<file path="src/rtl/subsys_bringup_ctrl_if.sv">
// ----------------------------------------------------------------------------
// subsys_bringup_ctrl_if
// Groups the bring-up controller's board/status inputs and its status outputs.
//   master : drives pcie_rst_n, ddr_calib_done, user_lnk_up, lnk_width,
//            fault_clr; observes axi_aresetn, led_o, state_o, fault_o
//   slave  : the controller side (mirror of master)
// ----------------------------------------------------------------------------
interface subsys_bringup_ctrl_if #(
   parameter int NUM_DDR  = 1,
   parameter int NUM_LEDS = 8
);
   logic                pcie_rst_n;
   logic [NUM_DDR-1:0]  ddr_calib_done;
   logic                user_lnk_up;
   logic [3:0]          lnk_width;
   logic                fault_clr;
   logic                axi_aresetn;
   logic [NUM_LEDS-1:0] led_o;
   logic [2:0]          state_o;
   logic                fault_o;

   modport master (
      output pcie_rst_n, ddr_calib_done, user_lnk_up, lnk_width, fault_clr,
      input  axi_aresetn, led_o, state_o, fault_o
   );

   modport slave (
      input  pcie_rst_n, ddr_calib_done, user_lnk_up, lnk_width, fault_clr,
      output axi_aresetn, led_o, state_o, fault_o
   );
endinterface

</file>
<file path="src/rtl/subsys_bringup_ctrl.sv">
// ----------------------------------------------------------------------------
// subsys_bringup_ctrl
// Sequences subsystem bring-up: waits for PERST# release, DDR calibration and
// PCIe link-up, then releases the AXI fabric reset. Loss of calibration or
// link afterwards latches a fault code until acknowledged.
//   sys_clk   : sole clock, rising edge
//   sys_reset : asynchronous active-high reset
//   bus       : slave side of subsys_bringup_ctrl_if (board inputs in,
//               axi_aresetn / led_o / state_o / fault_o out, all registered)
// Fault codes: 1 calib timeout, 2 link timeout, 3 link lost, 4 calib lost.
// ----------------------------------------------------------------------------
module subsys_bringup_ctrl #(
   parameter int NUM_DDR     = 1,
   parameter int NUM_LEDS    = 8,
   parameter int EXP_LANES   = 8,
   parameter int TIMEOUT_CYC = 2**24,
   parameter int HB_DIV      = 2**25
) (
   input  logic                  sys_clk,
   input  logic                  sys_reset,
   subsys_bringup_ctrl_if.slave  bus
);
   typedef enum logic [2:0] {
      ST_RESET     = 3'd0,
      ST_WAIT_CAL  = 3'd1,
      ST_WAIT_LINK = 3'd2,
      ST_RUN       = 3'd3,
      ST_DEGRADED  = 3'd4,
      ST_FAULT     = 3'd5
   } state_t;

   localparam int             TW    = $clog2(TIMEOUT_CYC);
   localparam int             HW    = $clog2(HB_DIV);
   localparam logic [TW-1:0]  T_MAX = TW'(TIMEOUT_CYC - 1);
   localparam logic [HW-1:0]  H_MAX = HW'(HB_DIV - 1);
   localparam logic [3:0]     EXP_W = 4'(EXP_LANES);

   state_t              state, state_nxt;
   logic [TW-1:0]       timer, timer_nxt;
   logic [2:0]          code, code_nxt;
   logic [HW-1:0]       hb_cnt, hb_cnt_nxt;
   logic                hb, hb_nxt;
   logic                perst_meta, perst_s;
   logic                calib_all;
   logic [3:0]          led_hi;
   logic [NUM_LEDS-1:0] led_nxt, led_q;
   logic                axi_q, fault_q;

   assign calib_all = &bus.ddr_calib_done;

   always_comb begin
      state_nxt = state;
      code_nxt  = code;
      if (!perst_s) begin
         // PERST# asserted overrides everything, including a latched fault
         state_nxt = ST_RESET;
         code_nxt  = 3'd0;
      end else begin
         case (state)
            ST_RESET:     state_nxt = ST_WAIT_CAL;
            ST_WAIT_CAL: begin
               if (calib_all) state_nxt = ST_WAIT_LINK;
               else if (timer == T_MAX) begin
                  state_nxt = ST_FAULT;
                  code_nxt  = 3'd1;
               end
            end
            ST_WAIT_LINK: begin
               if (bus.user_lnk_up)
                  state_nxt = (bus.lnk_width >= EXP_W) ? ST_RUN : ST_DEGRADED;
               else if (timer == T_MAX) begin
                  state_nxt = ST_FAULT;
                  code_nxt  = 3'd2;
               end
            end
            ST_RUN, ST_DEGRADED: begin
               // calibration loss is the more severe cause, report it first
               if (!calib_all) begin
                  state_nxt = ST_FAULT;
                  code_nxt  = 3'd4;
               end else if (!bus.user_lnk_up) begin
                  state_nxt = ST_FAULT;
                  code_nxt  = 3'd3;
               end
            end
            ST_FAULT: begin
               if (bus.fault_clr) begin
                  state_nxt = ST_RESET;
                  code_nxt  = 3'd0;
               end
            end
            default: begin
               state_nxt = ST_RESET;
               code_nxt  = 3'd0;
            end
         endcase
      end

      // timer saturates rather than wrapping; it only runs while waiting
      timer_nxt = timer;
      if (state_nxt != state) timer_nxt = '0;
      else if ((state == ST_WAIT_CAL || state == ST_WAIT_LINK) && timer != T_MAX)
         timer_nxt = timer + TW'(1);

      hb_nxt     = hb;
      hb_cnt_nxt = hb_cnt + HW'(1);
      if (hb_cnt == H_MAX) begin
         hb_cnt_nxt = '0;
         hb_nxt     = ~hb;
      end

      // LEDs are built from next-state values so they line up with state_o
      led_hi = (state_nxt == ST_FAULT) ? {1'b0, code_nxt} : bus.lnk_width;
      led_nxt    = '0;
      led_nxt[0] = hb_nxt;
      led_nxt[1] = calib_all;
      led_nxt[2] = bus.user_lnk_up;
      led_nxt[3] = (state_nxt == ST_RUN) | ((state_nxt == ST_DEGRADED) & hb_nxt);
      for (int i = 4; i < NUM_LEDS; i++)
         led_nxt[i] = |(led_hi & (4'd1 << (i - 4)));
   end

   always_ff @(posedge sys_clk or posedge sys_reset) begin
      if (sys_reset) begin
         perst_meta <= 1'b0;
         perst_s    <= 1'b0;
         state      <= ST_RESET;
         timer      <= '0;
         code       <= 3'd0;
         hb_cnt     <= '0;
         hb         <= 1'b0;
         axi_q      <= 1'b0;
         fault_q    <= 1'b0;
         led_q      <= '0;
      end else begin
         perst_meta <= bus.pcie_rst_n;
         perst_s    <= perst_meta;
         state      <= state_nxt;
         timer      <= timer_nxt;
         code       <= code_nxt;
         hb_cnt     <= hb_cnt_nxt;
         hb         <= hb_nxt;
         axi_q      <= (state_nxt == ST_RUN) || (state_nxt == ST_DEGRADED);
         fault_q    <= (state_nxt == ST_FAULT);
         led_q      <= led_nxt;
      end
   end

   assign bus.state_o     = state;
   assign bus.axi_aresetn = axi_q;
   assign bus.fault_o     = fault_q;
   assign bus.led_o       = led_q;
endmodule
</file>
<file path="src/flat_wrapper.sv">
// flat-port wrapper written by rule: the top's interface ports become plain ports
module subsys_bringup_ctrl_flat 
#(
   parameter int NUM_DDR     = 1,
   parameter int NUM_LEDS    = 8,
   parameter int EXP_LANES   = 8,
   parameter int TIMEOUT_CYC = 2**24,
   parameter int HB_DIV      = 2**25
)
  (sys_clk, sys_reset, bus_pcie_rst_n, bus_ddr_calib_done, bus_user_lnk_up, bus_lnk_width, bus_fault_clr, bus_axi_aresetn, bus_led_o, bus_state_o, bus_fault_o);
  subsys_bringup_ctrl_if #(.NUM_DDR(NUM_DDR), .NUM_LEDS(NUM_LEDS)) bus_i ();
  input  logic sys_clk;
  input  logic sys_reset;
  input wire logic [$bits(bus_i.pcie_rst_n)-1:0] bus_pcie_rst_n;
  input wire logic [$bits(bus_i.ddr_calib_done)-1:0] bus_ddr_calib_done;
  input wire logic [$bits(bus_i.user_lnk_up)-1:0] bus_user_lnk_up;
  input wire logic [$bits(bus_i.lnk_width)-1:0] bus_lnk_width;
  input wire logic [$bits(bus_i.fault_clr)-1:0] bus_fault_clr;
  output wire logic [$bits(bus_i.axi_aresetn)-1:0] bus_axi_aresetn;
  output wire logic [$bits(bus_i.led_o)-1:0] bus_led_o;
  output wire logic [$bits(bus_i.state_o)-1:0] bus_state_o;
  output wire logic [$bits(bus_i.fault_o)-1:0] bus_fault_o;
  assign bus_i.pcie_rst_n = bus_pcie_rst_n;
  assign bus_i.ddr_calib_done = bus_ddr_calib_done;
  assign bus_i.user_lnk_up = bus_user_lnk_up;
  assign bus_i.lnk_width = bus_lnk_width;
  assign bus_i.fault_clr = bus_fault_clr;
  assign bus_axi_aresetn = bus_i.axi_aresetn;
  assign bus_led_o = bus_i.led_o;
  assign bus_state_o = bus_i.state_o;
  assign bus_fault_o = bus_i.fault_o;
  subsys_bringup_ctrl #(.NUM_DDR(NUM_DDR), .NUM_LEDS(NUM_LEDS), .EXP_LANES(EXP_LANES), .TIMEOUT_CYC(TIMEOUT_CYC), .HB_DIV(HB_DIV)) u_core (.sys_clk(sys_clk), .sys_reset(sys_reset), .bus(bus_i));
endmodule
</file>
<file path="config.mk">
export PLATFORM = sky130hd
export DESIGN_NAME = subsys_bringup_ctrl_flat
export DESIGN_NICKNAME = d
export VERILOG_FILES = /design/src/rtl/subsys_bringup_ctrl_if.sv /design/src/rtl/subsys_bringup_ctrl.sv /design/src/flat_wrapper.sv
export SDC_FILE = /design/constraint.sdc
export NUM_CORES = 1
export LEC_CHECK = 0
export ABC_CLOCK_PERIOD_IN_PS = 2700
export CAP_MARGIN = 30
export CORE_MARGIN = 1
export CORE_UTILIZATION = 35
export CTS_CLUSTER_DIAMETER = 200
export DETAILED_ROUTE_END_ITERATION = 6
export DONT_BUFFER_PORTS = 1
export HOLD_SLACK_MARGIN = 0.12
export PLACE_DENSITY = 0.48
export SYNTH_ARGS = -nofsm -noshare
export SYNTH_HDL_FRONTEND = slang
export SYNTH_SLANG_ARGS = --single-unit
</file>
<file path="constraint.sdc">
create_clock -name sys_clk -period 2.7 [get_ports sys_clk]
set_clock_uncertainty 0.15 [all_clocks]
set_input_delay 0.27 -clock sys_clk [delete_from_list [all_inputs] [get_ports sys_clk]]
set_output_delay 0.27 -clock sys_clk [all_outputs]
set_load 0.1 [all_outputs]
</file>
# After elaboration in Yosys (flattened, before gate mapping)
# Index checks and enable logic that the tools add are counted.
# W data, S select, Z words.
# totals
regBits	68
latch_bits	0
mem_bits_rw	0
romBits	0
in_bits	10
output_inout_bits	13
n_memories	0
# op_classes
addsub	2
n_mul	0
div_mod_pow	0
magnitude_cmp	1
eq_ne	12
n_shift	0
muxes	23
n_bitwise	3
reduce_logical	6
# ops
cell	count
$mux W24	2
$mux W3	16
$pmux W3 S5	2
$add A25 B1 Y25 const B	1
$eq A25 B25 Y1 const B	1
$mux W25	1
$add A24 B1 Y24 const B	1
$eq A24 B24 Y1 const B	1
$ne A24 B24 Y1 const B	1
$eq A3 B3 Y1 const B	4
$eq A3 B2 Y1 const B	3
$ge A4 B4 Y1 const B	1
$mux W4	1
$eq A3 B1 Y1 const B	1
$logic_not A3 Y1	1
$ne A3 B3 Y1	1
$logic_or A1 B1 Y1	2
$reduce_bool A2 Y1	1
$reduce_or A2 Y1	1
$and A1 B1 Y1	1
$logic_and A1 B1 Y1	1
$mux W1	1
$not A1 Y1	1
$or A1 B1 Y1	1

# Depth between registers and ports, before layout
# Gate-level depths: netlist (run 1).
# logic_depth
word_depth	8
mapped_depth	8

# Worst setup path after synthesis (run 1)
# Ideal clock, no wire load.
# synth_path
kind	reg-to-reg
start	register u_core.state[0] (netlist: u_core.bus.state_o[0])
end	register u_core.timer[13]
arrival_ns	2.512
required_time_ns	2.472
slack_ns	-0.040
stages_incl_launch_ff	8
cell_sequence	dfrtp_1 > buf_4 > nor2b_1 > o21ai_1 > a31oi_2 > nand3_1 > or3_2 > a21oi_1
# synth_between
elab_chain_len	6
# synth_rtl
item	line	rtl
from (decl)	subsys_bringup_ctrl.sv:38	state_t state, state_nxt;
from (signal assigned)	subsys_bringup_ctrl.sv:138	state <= state_nxt;
$eq A3 B2 Y1 (tied with other cells)	subsys_bringup_ctrl.sv:59	case (state)
$reduce_or A2 Y1 (tied with other cells)	subsys_bringup_ctrl.sv:59	
$pmux W3 S5	subsys_bringup_ctrl.sv:59	
$mux W3	subsys_bringup_ctrl.sv:54	if (!perst_s) begin
$ne A3 B3 Y1	subsys_bringup_ctrl.sv:101	if (state_nxt != state) timer_nxt = '0;
$mux W24 / $reduce_bool A2 Y1 (equally long branches)	n/a	
to (signal assigned)	subsys_bringup_ctrl.sv:139	timer <= timer_nxt;
to (decl)	subsys_bringup_ctrl.sv:39	logic [TW-1:0] timer, timer_nxt;
# Several ways; a longest one is shown, not always the timed one.
# A chain may end at the register's enable or synchronous reset.

# Worst setup path after layout (run 1)
# layout_path
start	register u_core.timer[0]
end	register u_core.led_q[4] (netlist: u_core.bus.led_o[4])
# layout_between
elab_chain_len	7
# layout_rtl
item	line	rtl
$eq A24 B24 Y1 *	subsys_bringup_ctrl.sv:63, subsys_bringup_ctrl.sv:71	
$mux W3	subsys_bringup_ctrl.sv:63, subsys_bringup_ctrl.sv:71	
$mux W3 (on tied branches)	subsys_bringup_ctrl.sv:69, subsys_bringup_ctrl.sv:62	
$pmux W3 S5	subsys_bringup_ctrl.sv:59	
$mux W3	subsys_bringup_ctrl.sv:54	
$eq A3 B3 Y1	subsys_bringup_ctrl.sv:113	led_hi = (state_nxt == ST_FAULT) ? {1'b0, code_nxt} : bus.lnk_width;
$mux W4 *	subsys_bringup_ctrl.sv:113	
net u_core.led_hi[0]	subsys_bringup_ctrl.sv:45	logic [3:0] led_hi;
to (signal assigned)	subsys_bringup_ctrl.sv:145	led_q <= led_nxt;
to (decl)	subsys_bringup_ctrl.sv:46	logic [NUM_LEDS-1:0] led_nxt, led_q;
# The timed path passes the listed nets; every way through them passes the cells marked *.

==> flow_results.xml, run 1 <==
<?xml version="1.0" encoding="UTF-8"?>
<metrics>
  <group name="outcome">
    <metric name="status" unit="">complete, no violations</metric>
  </group>
  <group name="setup_path">
    <metric name="critical_path_endpoint_category" unit="">register</metric>
    <metric name="required" unit="ns">2.77</metric>
    <metric name="crit_path_start_kind" unit="">register</metric>
    <metric name="crit_fanout" unit="">9</metric>
    <metric name="path_delay_family" unit="">simple AND/OR/NAND/NOR gates</metric>
    <metric name="worst-endpoint-arrival" unit="ns">2.49</metric>
    <metric name="cp_cell_sequence" unit="">ha_1 &gt; nand2_1 &gt; nor2_2 &gt; nand3_4 &gt; o21a_1 &gt; or2_1 &gt; mux2_4</metric>
    <metric name="timing_worst_setup_path_type" unit="">reg -&gt; reg</metric>
    <metric name="cp.buffers_inverters" unit="">0</metric>
    <metric name="critical-path-max-stage-delay" unit="ns">0.38</metric>
    <metric name="critPathSlowestCell" unit="">sky130_fd_sc_hd__dfrtp_1</metric>
  </group>
  <group name="timing">
    <metric name="finalCritPeriodShare" unit="%">89.4</metric>
    <metric name="timing.final.setup_violations" unit="">0</metric>
    <metric name="slew_viol_final" unit="">0</metric>
    <metric name="fmaxAchievable" unit="MHz">414</metric>
    <metric name="fin_crit" unit="ns">2.41</metric>
    <metric name="final_hold_slack" unit="ns">0.206</metric>
    <metric name="timing.final.hold_violations" unit="">0</metric>
    <metric name="worst_pin_slew" unit="ns">0.879</metric>
    <metric name="rsz0062_at_grt" unit="">no</metric>
    <metric name="setup_total_negative_slack" unit="ns">0</metric>
    <metric name="timing.max_slew.rel_slack" unit="%">41.4</metric>
  </group>
  <group name="synthesis">
    <metric name="ys_types" unit="">61</metric>
    <metric name="synth_flop_cell" unit="">sky130_fd_sc_hd__dfrtp_1</metric>
    <metric name="avgSynthCellArea" unit="µm²">9.75</metric>
    <metric name="synthDominantAreaCellType" unit="">sky130_fd_sc_hd__dfrtp_1</metric>
    <metric name="syn_warnings" unit="">0</metric>
    <metric name="seq_area_frac_synth" unit="%">48.6</metric>
    <metric name="synth-edff-count" unit="">0</metric>
    <metric name="syn_nets" unit="">366</metric>
    <metric name="post-synth-top-area-fraction" unit="%">48.6</metric>
    <metric name="syn_area" unit="µm²">3450</metric>
    <metric name="synthTopCellsByArea" unit="">sky130_fd_sc_hd__dfrtp_1 (49%), sky130_fd_sc_hd__xor2_1 (7.6%), sky130_fd_sc_hd__nor2_1 (4.8%), sky130_fd_sc_hd__nand3_1 (3.5%), sky130_fd_sc_hd__nand2_1 (3.4%)</metric>
    <metric name="ys_async_sr_fraction" unit="%">100</metric>
    <metric name="syn-instance-count" unit="">354</metric>
    <metric name="postSynthRegisterBits" unit="">67</metric>
  </group>
  <group name="finish">
    <metric name="area.growth.synth_to_final" unit="%">15.4</metric>
    <metric name="antenna_cells_inserted" unit="">0</metric>
    <metric name="n_fill_cell" unit="">928</metric>
    <metric name="finalNetCount" unit="">383</metric>
    <metric name="final_layout_size_suffix_gt1_share" unit="%">13.6</metric>
  </group>
  <group name="floorplanning">
    <metric name="floorplan.io_pins" unit="">23</metric>
    <metric name="die_w" unit="µm">101</metric>
    <metric name="die_area" unit="µm²">10300</metric>
    <metric name="chipHeight" unit="µm">101</metric>
    <metric name="core" unit="µm²">9420</metric>
    <metric name="rows" unit="">35</metric>
    <metric name="starting_utilization_of_the_core_area" unit="%">36.7</metric>
  </group>
  <group name="clocking">
    <metric name="cts_made_buffers" unit="">9</metric>
    <metric name="numClockSinks" unit="">67</metric>
    <metric name="ctsRootBufferMaster" unit="">sky130_fd_sc_hd__clkbuf_8</metric>
    <metric name="cts-hold-fix-buffers" unit="">8</metric>
    <metric name="postCtsResizedCells" unit="">0</metric>
    <metric name="clk_latency" unit="ns">0.34</metric>
    <metric name="tritoncts" unit="">yes</metric>
    <metric name="cts_post_setup_buffers_inserted" unit="">0</metric>
    <metric name="clk_path_buf_depth" unit="">2</metric>
    <metric name="clk_pin_slew_worst_paths" unit="ns">0.07</metric>
    <metric name="h_tree_levels" unit="">3</metric>
  </group>
  <group name="global_routing">
    <metric name="grt_antenna_before_repair" unit="">0</metric>
    <metric name="grt.total_usage" unit="%">15.5</metric>
    <metric name="grt_first_pass_wirelength" unit="µm">12300</metric>
    <metric name="grt_start_max_net_pins" unit="">42</metric>
    <metric name="gr-total-overflow" unit="">0</metric>
    <metric name="vias_in_the_first_global_route" unit="">2522</metric>
  </group>
  <group name="drt">
    <metric name="wire_per_inst" unit="µm">14.0</metric>
    <metric name="drt-vias-per-instance" unit="">5.08</metric>
    <metric name="drt-initial-drc-count" unit="">93</metric>
    <metric name="number_of_nets_still_failing_antenna_checks_after_routing" unit="">0</metric>
    <metric name="drt_wl_total" unit="µm">7090</metric>
    <metric name="detail_route.first_pass.iterations" unit="">6</metric>
    <metric name="drc" unit="">0</metric>
    <metric name="via_count" unit="">2567</metric>
  </group>
  <group name="pwr">
    <metric name="powerDensity" unit="nW/µm²">591</metric>
    <metric name="p_leak" unit="nW">1.75</metric>
    <metric name="ir_drop" unit="mV">0.250</metric>
  </group>
  <group name="place">
    <metric name="dp.final_hpwl" unit="µm">4750</metric>
    <metric name="i_o_buffers" unit="">0</metric>
    <metric name="finalWeightedCongestion" unit="">0.854</metric>
  </group>
  <group name="flow_run">
    <metric name="max_cap_violations" unit="">0</metric>
  </group>
  <group name="hold_path">
    <metric name="worst_hold_path_type" unit="">reg -&gt; reg</metric>
  </group>
</metrics>
## report_power, final
group / total [mW] / switching, mW / leakage (nW) / internal, mW
Clock: 1.03 / 0.393 / 0.126 / 0.640
Combinational: 0.227 / 0.140 / 0.731 / 0.0878
Sequential: 1.09 / 0.0703 / 0.896 / 1.02
## synthesized netlist by cell type (2+ instances only)
cell type,instances
sky130_fd_sc_hd__a311oi_1,2
sky130_fd_sc_hd__and2_1,4
sky130_fd_sc_hd__mux2_4,3
sky130_fd_sc_hd__mux2i_1,2
sky130_fd_sc_hd__nand3_1,24
sky130_fd_sc_hd__a31oi_1,3
sky130_fd_sc_hd__inv_1,8
sky130_fd_sc_hd__nand2_1,31
sky130_fd_sc_hd__ha_1,2
sky130_fd_sc_hd__nor3_1,6
sky130_fd_sc_hd__a21oi_1,11
sky130_fd_sc_hd__and3_1,7
sky130_fd_sc_hd__nor4_1,2
sky130_fd_sc_hd__nand4_1,14
sky130_fd_sc_hd__nand4_2,2
sky130_fd_sc_hd__xnor2_1,12
sky130_fd_sc_hd__o21ai_0,11
sky130_fd_sc_hd__dfrtp_1,67
sky130_fd_sc_hd__a32oi_1,2
sky130_fd_sc_hd__o22ai_1,2
sky130_fd_sc_hd__buf_4,3
sky130_fd_sc_hd__buf_2,6
sky130_fd_sc_hd__nand2b_1,6
sky130_fd_sc_hd__nor2_1,44
sky130_fd_sc_hd__or3_1,4
sky130_fd_sc_hd__nor2b_1,6
sky130_fd_sc_hd__o211ai_1,2
sky130_fd_sc_hd__a221oi_1,2
sky130_fd_sc_hd__and4_1,3
sky130_fd_sc_hd__clkbuf_1,3
sky130_fd_sc_hd__xor2_1,30
## worst reg2reg max path, stage by stage (launching register included)
cell and delay (ns):
sky130_fd_sc_hd__dfrtp_1 0.38, sky130_fd_sc_hd__ha_1 0.22, sky130_fd_sc_hd__nand2_1 0.09, sky130_fd_sc_hd__nor2_2 0.37, sky130_fd_sc_hd__nand3_4 0.19, sky130_fd_sc_hd__o21a_1 0.25
sky130_fd_sc_hd__or2_1 0.33, sky130_fd_sc_hd__mux2_4 0.32
## metrics by stage
stage          std cells  total power [mW]  util [%]  instance area, µm²  setup slack (ns)
2_1_floorplan        354              1.27         -                3460             0.274
3_5_place_dp         481              1.33      38.8                3650             0.256
3_3_place_gp         481              1.33      38.8                3650             0.314
5_1_grt              505              2.48      42.3                3980             0.107
4_1_cts              505              2.40      42.3                3980             0.259
6_report             505              2.35      42.3                3980             0.286
## cell usage in the layout (no fill, tap or decap), types with 3 or more instances in the layout
cell                            instances
sky130_fd_sc_hd__nand3_1               24
sky130_fd_sc_hd__o21ai_0               11
sky130_fd_sc_hd__nand2_1               31
sky130_fd_sc_hd__dfrtp_1               64
sky130_fd_sc_hd__and4_1                 3
sky130_fd_sc_hd__inv_1                  7
sky130_fd_sc_hd__buf_4                 10
sky130_fd_sc_hd__mux2_4                 3
sky130_fd_sc_hd__or3_1                  4
sky130_fd_sc_hd__and3_1                 7
sky130_fd_sc_hd__nor3_1                 6
sky130_fd_sc_hd__xor2_1                30
sky130_fd_sc_hd__bufinv_16              3
sky130_fd_sc_hd__dlygate4sd3_1          8
sky130_fd_sc_hd__nor2b_1                6
sky130_fd_sc_hd__nand2b_1               6
sky130_fd_sc_hd__nor2_1                44
sky130_fd_sc_hd__xnor2_1               12
sky130_fd_sc_hd__and2_1                 4
sky130_fd_sc_hd__clkbuf_8              10
sky130_fd_sc_hd__dfrtp_2                3
sky130_fd_sc_hd__a31oi_1                3
sky130_fd_sc_hd__a21oi_1               11
sky130_fd_sc_hd__nand4_1               14
## worst paths after layout
check,start,endpoint,slack [ns],cells after the start
worst max-delay path,u_core.timer[0],u_core.bus.led_o[4],0.29,7
worst min-delay path,u_core.perst_meta,u_core.perst_s,0.21,0
worst max register to register,u_core.timer[0],u_core.bus.led_o[4],0.29,7
worst min register to register,u_core.perst_meta,u_core.perst_s,0.21,0
max in group asynchronous,sys_reset,u_core.bus.state_o[2],1.45,3
min in group asynchronous,sys_reset,u_core.hb_cnt[9],0.30,2
## flip-flops by register name, indices dropped and copies added, names as in the netlist
name,count
u_core.bus.axi_aresetn,1
u_core.perst_meta,1
u_core.hb_cnt,25
u_core.bus.fault_o,1
u_core.timer,24
u_core.bus.led_o,8
u_core.bus.state_o,3
u_core.code,3
u_core.perst_s,1
## cell families after synthesis
logic type | Yosys count | share of synthesized area (%)
buf+inv | 23 | 3.30
xor+xnor | 42 | 10.7
simple gates | 167 | 25.4
mux | 6 | 2.21
flops | 67 | 48.6
compound gates | 47 | 9.17
fa+ha+maj | 2 | 0.725
## routing by layer
| layer | track usage [%] | wire, µm | vias to the layer above |
|---|---|---|---|
| li1 | - | - | 1269 |
| met4 | 6.13 | 93 | 0 |
| met3 | 3.45 | 234 | 10 |
| met2 | 23.7 | 3240 | 51 |
| met1 | 21.3 | 3530 | 1237 |
| met5 | 0 | 0 | - |
## area by class of cell
| class | count | area [µm²] | area share, % |
|---|---|---|---|
| clock inverter | 6 | 113 | 2.83 |
| clock buffer | 10 | 138 | 3.46 |
| sequential | 67 | 1680 | 42.2 |
| tap | 129 | 161 | 4.05 |
| multi-input combinational | 264 | 1660 | 41.7 |
| timing repair buffer | 20 | 195 | 4.90 |
| inverter | 9 | 33.8 | 0.848 |
(Power assumes the default switching activity.)
==> run 2: changes to the inputs <==
==> constraint.sdc (replaced) <==
create_clock -name sys_clk -period 2.7 [get_ports sys_clk]
set_clock_uncertainty 0.15 [all_clocks]
set_input_delay 0 -clock sys_clk [delete_from_list [all_inputs] [get_ports sys_clk]]
set_output_delay 0 -clock sys_clk [all_outputs]
set_load 0.1 [all_outputs]
==> flow_results.xml, run 2 (synthesis results as in run 1) <==
<?xml version="1.0" encoding="UTF-8"?>
<metrics>
  <group name="global_routing">
    <metric name="vias_in_the_first_global_route" unit="">2563</metric>
    <metric name="grt_antenna_before_repair" unit="">0</metric>
    <metric name="grt_first_pass_wirelength" unit="µm">12600</metric>
    <metric name="grt_start_max_net_pins" unit="">68</metric>
    <metric name="gr-total-overflow" unit="">0</metric>
    <metric name="grt.total_usage" unit="%">15.9</metric>
  </group>
  <group name="hold_path">
    <metric name="worst_hold_path_type" unit="">in -&gt; reg</metric>
  </group>
  <group name="drt">
    <metric name="drt-initial-drc-count" unit="">100</metric>
    <metric name="via_count" unit="">2561</metric>
    <metric name="drt_wl_total" unit="µm">7190</metric>
    <metric name="drc" unit="">0</metric>
    <metric name="number_of_nets_still_failing_antenna_checks_after_routing" unit="">0</metric>
    <metric name="wire_per_inst" unit="µm">14.2</metric>
    <metric name="drt-vias-per-instance" unit="">5.05</metric>
    <metric name="detail_route.first_pass.iterations" unit="">4</metric>
  </group>
  <group name="finish">
    <metric name="most-common-layout-cells" unit="">sky130_fd_sc_hd__dfrtp_1 (64), sky130_fd_sc_hd__nor2_1 (44), sky130_fd_sc_hd__nand2_1 (31), sky130_fd_sc_hd__xor2_1 (30), sky130_fd_sc_hd__nand3_1 (24)</metric>
    <metric name="largest_register_ffs" unit="">25</metric>
    <metric name="antenna_cells_inserted" unit="">0</metric>
    <metric name="utilization" unit="%">41.4</metric>
    <metric name="final_cells" unit="">507</metric>
    <metric name="largest_register" unit="">u_core.hb_cnt</metric>
    <metric name="finalNetCount" unit="">385</metric>
    <metric name="most_common_cell_after_layout_fill_and_taps_aside" unit="">sky130_fd_sc_hd__dfrtp_1</metric>
    <metric name="area.growth.synth_to_final" unit="%">13.0</metric>
    <metric name="final_layout_size_suffix_gt1_share" unit="%">13.0</metric>
  </group>
  <group name="setup_path">
    <metric name="required" unit="ns">2.79</metric>
    <metric name="worst-endpoint-arrival" unit="ns">2.51</metric>
    <metric name="timing_worst_setup_path_type" unit="">reg -&gt; reg</metric>
    <metric name="cp.buffers_inverters" unit="">0</metric>
    <metric name="cp_cell_sequence" unit="">ha_1 &gt; nand2_1 &gt; nor2_2 &gt; nand3_4 &gt; o21a_1 &gt; or2_1 &gt; mux2_4</metric>
    <metric name="critical_path_endpoint_category" unit="">register</metric>
    <metric name="critPathSlowestCell" unit="">sky130_fd_sc_hd__dfrtp_1</metric>
    <metric name="path_delay_family" unit="">simple AND/OR/NAND/NOR gates</metric>
    <metric name="crit_fanout" unit="">9</metric>
    <metric name="crit_path_start_kind" unit="">register</metric>
    <metric name="critical-path-max-stage-delay" unit="ns">0.39</metric>
  </group>
  <group name="timing">
    <metric name="timing.max_slew.rel_slack" unit="%">41.4</metric>
    <metric name="fin_crit" unit="ns">2.42</metric>
    <metric name="finalCritPeriodShare" unit="%">89.7</metric>
    <metric name="slew_viol_final" unit="">0</metric>
    <metric name="final_hold_slack" unit="ns">0.186</metric>
    <metric name="fmaxAchievable" unit="MHz">413</metric>
    <metric name="worst_pin_slew" unit="ns">0.880</metric>
    <metric name="rsz0062_at_grt" unit="">no</metric>
    <metric name="timing.final.hold_violations" unit="">0</metric>
    <metric name="setup_total_negative_slack" unit="ns">0</metric>
    <metric name="timing.final.setup_violations" unit="">0</metric>
  </group>
  <group name="clocking">
    <metric name="clk_latency" unit="ns">0.35</metric>
    <metric name="ctsRootBufferMaster" unit="">sky130_fd_sc_hd__clkbuf_8</metric>
    <metric name="numClockSinks" unit="">67</metric>
    <metric name="clk_path_buf_depth" unit="">2</metric>
    <metric name="tritoncts" unit="">yes</metric>
    <metric name="h_tree_levels" unit="">3</metric>
    <metric name="postCtsResizedCells" unit="">0</metric>
    <metric name="cts_post_setup_buffers_inserted" unit="">0</metric>
    <metric name="cts-hold-fix-buffers" unit="">10</metric>
    <metric name="clk_pin_slew_worst_paths" unit="ns">0.08</metric>
    <metric name="cts_made_buffers" unit="">9</metric>
  </group>
  <group name="pwr">
    <metric name="power.total" unit="mW">2.04</metric>
    <metric name="switching_share" unit="%">29.4</metric>
    <metric name="powerDensity" unit="nW/µm²">522</metric>
    <metric name="switchingPower" unit="mW">0.599</metric>
    <metric name="share_clk_of_total_power" unit="%">35.0</metric>
    <metric name="ir_drop" unit="mV">0.244</metric>
    <metric name="total_internal_power" unit="mW">1.44</metric>
    <metric name="seq_power_share" unit="%">53.6</metric>
    <metric name="p_leak" unit="nW">1.71</metric>
    <metric name="part_of_the_power_in_combinational_logic" unit="%">11.4</metric>
  </group>
  <group name="place">
    <metric name="dp.final_hpwl" unit="µm">4600</metric>
    <metric name="finalWeightedCongestion" unit="">0.864</metric>
    <metric name="i_o_buffers" unit="">0</metric>
    <metric name="number_of_placed_instances_taps_included" unit="">481</metric>
  </group>
  <group name="floorplanning">
    <metric name="die_w" unit="µm">101</metric>
    <metric name="rows" unit="">35</metric>
    <metric name="core" unit="µm²">9420</metric>
    <metric name="chipHeight" unit="µm">101</metric>
    <metric name="starting_utilization_of_the_core_area" unit="%">36.7</metric>
    <metric name="floorplan.io_pins" unit="">23</metric>
    <metric name="die_area" unit="µm²">10300</metric>
  </group>
  <group name="outcome">
    <metric name="status" unit="">complete, no violations</metric>
  </group>
  <group name="flow_run">
    <metric name="max_cap_violations" unit="">0</metric>
  </group>
</metrics>
run 2: changes by cell type in the layout (fill, tap and decap cells not counted), sizes merged:
| cell | delta |
|---|---|
| bufinv | -3 |
| clkinvlp | +2 |
| dlygate4sd3 | +2 |
| clkbuf | +1 |
run 2: worst paths after layout:
check	slack (ns)	end	from	cells past startpoint
max	0.28	u_core.bus.led_o[4]	u_core.timer[0]	7
min	0.19	u_core.bus.led_o[5]	bus_lnk_width[1]	2
max reg2reg	0.28	u_core.bus.led_o[4]	u_core.timer[0]	7
min reg2reg	0.20	u_core.perst_s	u_core.perst_meta	0
max in group asynchronous	1.57	u_core.bus.state_o[0]	sys_reset	3
min in group asynchronous	0.21	u_core.hb_cnt[1]	sys_reset	3
run 2: area by class of cell:
class / instances / area, µm²
sequential: 67 / 1680
multi-input combinational: 264 / 1660
clock inverter: 5 / 30.0
tap: 129 / 161
timing repair buffer: 22 / 203
inverter: 9 / 33.8
clock buffer: 11 / 131
fill: 964 / 5510
run 2: per-stage QoR:
stage	worst slack, ns	area [µm²]
4_1_cts	0.274	3900
5_1_grt	0.111	3900
3_5_place_dp	0.267	3640
3_3_place_gp	0.311	3640
6_report	0.279	3900
2_1_floorplan	0.274	3460
run 2: worst register-to-register path: cells and delay by family, from the launching register on:
family          cells  cell delay (ns)
simple gates        4             1.00
fa+ha+maj           1             0.22
flops               1             0.39
mux                 1             0.32
compound gates      1             0.25
run 2: power by group through the flow:
stage | registers, mW | clock network, mW | logic, mW
2_1_floorplan | 1.12 | 0 | 0.152
3_3_place_gp | 1.11 | 0 | 0.218
3_5_place_dp | 1.11 | 0 | 0.217
4_1_cts | 1.09 | 0.752 | 0.235
5_1_grt | 1.10 | 0.792 | 0.257
6_report | 1.09 | 0.714 | 0.232
run 2: layer usage:
metal  vias to the layer above  track usage, %  part of all wire, %
li1                       1272               -                    -
met1                      1232            21.4                   48
met2                        44            23.9                   46
met3                        13            4.42                  3.9
met4                         0            7.36                  2.2
met5                         -               0                    0
